`src/rtl/ibuf.sv`:
```
// Input pin conditioner: raw combinational pass-through plus synchronized,
// glitch-filtered and edge-pulse views of an asynchronous pin in the osc domain.
module ibuf #(
  parameter int SYNC_STAGES   = 2,
  parameter int FILTER_CYCLES = 3,
  parameter bit RESET_LEVEL   = 1'b0
) (
  input  logic osc,
  input  logic rst_n,
  input  logic I,
  output logic O,
  output logic O_sync,
  output logic O_filt,
  output logic rise,
  output logic fall
);

  localparam int CW = (FILTER_CYCLES > 0) ? $clog2(FILTER_CYCLES + 1) : 1;
  localparam logic [CW-1:0] CNT_MAX  = CW'(FILTER_CYCLES);
  localparam logic [CW-1:0] CNT_ONE  = CW'(1);
  localparam logic [CW-1:0] CNT_ZERO = CW'(0);

  logic [SYNC_STAGES-1:0] sync_r;
  logic                   sync_s;
  logic [CW-1:0]          cnt_r;
  logic [CW-1:0]          cnt_nxt_s;
  logic                   filt_r;
  logic                   filt_nxt_s;
  logic                   rise_r;
  logic                   rise_nxt_s;
  logic                   fall_r;
  logic                   fall_nxt_s;

  assign O      = I;
  assign sync_s = sync_r[SYNC_STAGES-1];
  assign O_sync = sync_s;
  assign O_filt = filt_r;
  assign rise   = rise_r;
  assign fall   = fall_r;

  // Synchronizer shift chain; bit 0 captures the raw pin.
  always_ff @(posedge osc or negedge rst_n) begin
    if (!rst_n) begin
      sync_r <= {SYNC_STAGES{RESET_LEVEL}};
    end else begin
      sync_r <= {sync_r[SYNC_STAGES-2:0], I};
    end
  end

  // Filter decision: the counter clears at the threshold, so it can never wrap.
  always_comb begin
    cnt_nxt_s  = cnt_r;
    filt_nxt_s = filt_r;
    rise_nxt_s = 1'b0;
    fall_nxt_s = 1'b0;
    if (sync_s == filt_r) begin
      cnt_nxt_s = CNT_ZERO;
    end else if (cnt_r == CNT_MAX) begin
      cnt_nxt_s  = CNT_ZERO;
      filt_nxt_s = sync_s;
      rise_nxt_s = sync_s;
      fall_nxt_s = ~sync_s;
    end else begin
      cnt_nxt_s = cnt_r + CNT_ONE;
    end
  end

  // Filter state and edge pulses, registered together so a pulse coincides
  // with the first cycle that shows the new filtered level.
  always_ff @(posedge osc or negedge rst_n) begin
    if (!rst_n) begin
      cnt_r  <= CNT_ZERO;
      filt_r <= RESET_LEVEL;
      rise_r <= 1'b0;
      fall_r <= 1'b0;
    end else begin
      cnt_r  <= cnt_nxt_s;
      filt_r <= filt_nxt_s;
      rise_r <= rise_nxt_s;
      fall_r <= fall_nxt_s;
    end
  end

endmodule

```
`config.mk`:
```
export PLATFORM = sky130hd
export DESIGN_NAME = ibuf
export DESIGN_NICKNAME = d
export VERILOG_FILES = /design/src/rtl/ibuf.sv
export SDC_FILE = /design/constraint.sdc
export NUM_CORES = 1
export LEC_CHECK = 0
export ABC_AREA = 1
export BUFFER_PORTS_ARGS = -buffer_cell sky130_fd_sc_hd__buf_2
export CORE_AREA = 4 4 41 43
export CTS_CLUSTER_DIAMETER = 40
export DETAILED_ROUTE_END_ITERATION = 10
export DIE_AREA = 0 0 45 47
export PLACE_DENSITY_LB_ADDON = 0.2
export SYNTH_ARGS = -nofsm -noshare
export SYNTH_HDL_FRONTEND = slang
export SYNTH_SLANG_ARGS = --single-unit
```
`constraint.sdc`:
```
create_clock -name osc -period 2.7 [get_ports osc]
set_input_delay 0.27 -clock osc [delete_from_list [all_inputs] [get_ports osc]]
set_output_delay 0.27 -clock osc [all_outputs]
set_load 0.01 [all_outputs]
```
==> flow_summary_export.csv <==
group,metric,value,unit
synthesis,ys_ff_latch,7,
floorplanning,io_pins,8,
critical_path,crit_required,2.43,ns
global_route,grt_max_degree,8,
floorplanning,die_y,47,um
synthesis,yosys_warnings,0,
routing,via_per_inst,3.43,
timing,fin_tns_setup,0,ns
global_route,met3_usage,3.45,%
critical_path,critical_path.max_fanout,3,
timing,slew_headroom,89.2,%
synthesis,syn_inst,23,
power_and_ir_drop,max-vdd-ir-drop,0.190,mV
power_and_ir_drop,leakage,0.184,nW
cts,h-tree-depth,1,
routing,dr.pass1.iters,1,
critical_path,critical_path_class,"flop to output port",
outcome,status,"finished, final reports clean",
layout,syn2layout_area_growth,32.5,%
routing,wl,410,um
floorplanning,start_util,19.5,%
synthesis,syn_area_per_cell,11.0,sq um
power_and_ir_drop,comb_power_share,21.0,%
power_and_ir_drop,internal_power,0.209,mW
timing,period_share,39.2,%
global_route,grt_use_met1,5.81,%
synthesis,syn-num-nets,27,
routing,ant_nets,0,
floorplanning,core,1300,sq um
routing,first_iter_violations,0,
timing,finalMaxSlewViolations,0,
power_and_ir_drop,power_frac_clock,32.3,%
layout,layout-drive-gt1-share,32.4,%
cts,path_clk_slew,0.05,ns
cts,clock_latency,0.25,ns
power_and_ir_drop,switching_share,29.6,%
power_and_ir_drop,total_switching_power,0.0876,mW
global_route,grtUsageMet2,6.21,%
floorplanning,fp.dieArea,2120,sq um
floorplanning,fp.dieW,45,um
critical_path,crit_path_top_delay_cell,"dfrtp_1",
global_route,grt_pass1_wl,703,um
timing,hold_viol_final,0,
timing,finClkSkew,0.00566,ns
routing,wire_per_inst,8.37,um
timing,max_freq,0.944,GHz
timing,tightest_slew,0.162,ns
cts,clockBufferDepth,2,
synthesis,synth.distinct_cells,9,
cts,cts.sinks,7,
timing,setup_viol,0,
global_route,grt_pass1_vias,178,
placement,gp_congestion,0.609,
timing,rsz0062_at_grt,"false",
critical_path,endpoint_kind,"output port",
floorplanning,rows,13,
routing,vias,168,
cts,clk_root_buffer_cell,"clkbuf_4",
placement,port_buffers,7,
cts,cts-buffers-inserted,3,
global_route,busiest_layer,"met4",
routing,drc,0,
critical_path,worstPathArrival,0.79,ns
timing,min_period,1.06,ns
critical_path,crit_path_start_kind,"flop",
global_route,antenna_found_initial,0,
critical_path,worst_path_dominant_cell_family,"flip-flops",
cts,cts_tree,"done",
run,drv_cap,0,
synthesis,syn_area,254,sq um
layout,mostFrequentLayoutCells,"7 x dfrtp_1, 7 x buf_2, 5 x inv_1, 3 x nand2_1, 3 x clkbuf_4",
layout,final_nets,39,
power_and_ir_drop,finalPower,0.296,mW
power_and_ir_drop,p_seq_share,46.7,%
critical_path,cp_num_buf_inv,1,
hold_path,min_path_type,"primary input to flop",
power_and_ir_drop,powerDensity,880,nW/um^2
synthesis,synth-seq-area-share,69.0,%
layout,antenna_cells,0,
critical_path,cp_slowest_stage_delay,0.39,ns
critical_path,path_cells,"buf_2",
global_route,grt_overflow_total,0,
placement,dp_hpwl,311,um
global_route,grt_usage,5.41,%
power by group through the flow:
stage | clock network, mW | logic (mW) | registers (mW)
3_5_place_dp | 0 | 0.0628 | 0.141
2_1_floorplan | 0 | 0.0375 | 0.143
3_3_place_gp | 0 | 0.0606 | 0.138
4_1_cts | 0.101 | 0.0640 | 0.139
5_1_grt | 0.106 | 0.0783 | 0.141
6_report | 0.0955 | 0.0622 | 0.138
area by class of cell:
class                           instances  area, sq um
Clock buffer                            4         26.3
Fill cell                             147          965
Inverter                                5         18.8
Multi-Input combinational cell         10         52.6
Sequential cell                         7          175
Tap cell                               15         18.8
Timing Repair Buffer                    8         45.0
state kept, by name, indices dropped and copies added (netlist names):
register,count
sync_r,2
O_filt,1
rise,1
fall,1
cnt_r,2
cells by family after synthesis:
kind of cell | count (synthesis) | share of synthesized area [%]
buf+inv | 6 | 10.3
fa+ha+maj | 1 | 4.93
flops | 7 | 69.0
compound gates | 3 | 5.91
simple gates | 6 | 9.85
layer usage:
metal  vias up  part of all wire, %
met5         -                    0
met3         2                   11
met4         0                  2.4
met1        69                   47
li1         88                    -
met2         9                   39
final timing paths:
check / from / end / slack (ns) / cells past startpoint
max in group asynchronous: rst_n / sync_r[0] / 2.16 / 2
setup reg to reg: cnt_r[0] / cnt_r[0] / 1.76 / 4
setup / recovery: O_filt / O_filt / 1.64 / 1
hold / removal: I / sync_r[0] / 0.14 / 1
min in group asynchronous: rst_n / cnt_r[1] / 0.38 / 2
hold reg to reg: sync_r[0] / sync_r[1] / 0.35 / 0
synthesized netlist by cell type, drive strengths merged:
cell type	count	area, sq um
a21oi	2	10.0
buf	1	7.51
dfrtp	7	175
ha	1	12.5
inv	5	18.8
nand2	4	17.5
nor2	2	7.51
o21ai	1	5.00
metrics by stage:
step | hold WS [ns] | area (sq um) | setup WS (ns) | instances | util (%)
detailed placement | 0.112 | 300 | 1.76 | 44 | 23.1
global route | 0.130 | 337 | 1.61 | 49 | 25.9
finish | 0.140 | 337 | 1.64 | 49 | 25.9
CTS | 0.130 | 337 | 1.63 | 49 | 25.9
global placement | 0.107 | 300 | 1.78 | 44 | 23.1
floorplan | -0.0256 | 254 | 1.84 | 23 | -
worst reg2reg max path, delay by kind of cell (launching register included):
kind	cells	cell delay (ns)
adders and majority gates	1	0.23
and+or+nand+nor	1	0.06
DFF	1	0.38
AOI/OAI and AO/OA	1	0.11
buffers and inverters	1	0.09
what timing repair did:
item	4_1_cts	5_1_grt
endpoints found under the setup margin	0	0
setup buffers	0	0
endpoints found under the hold margin	7	0
resized for setup	0	0
hold buffers	1	0
No activity file was read; power rests on OpenSTA's default activity.
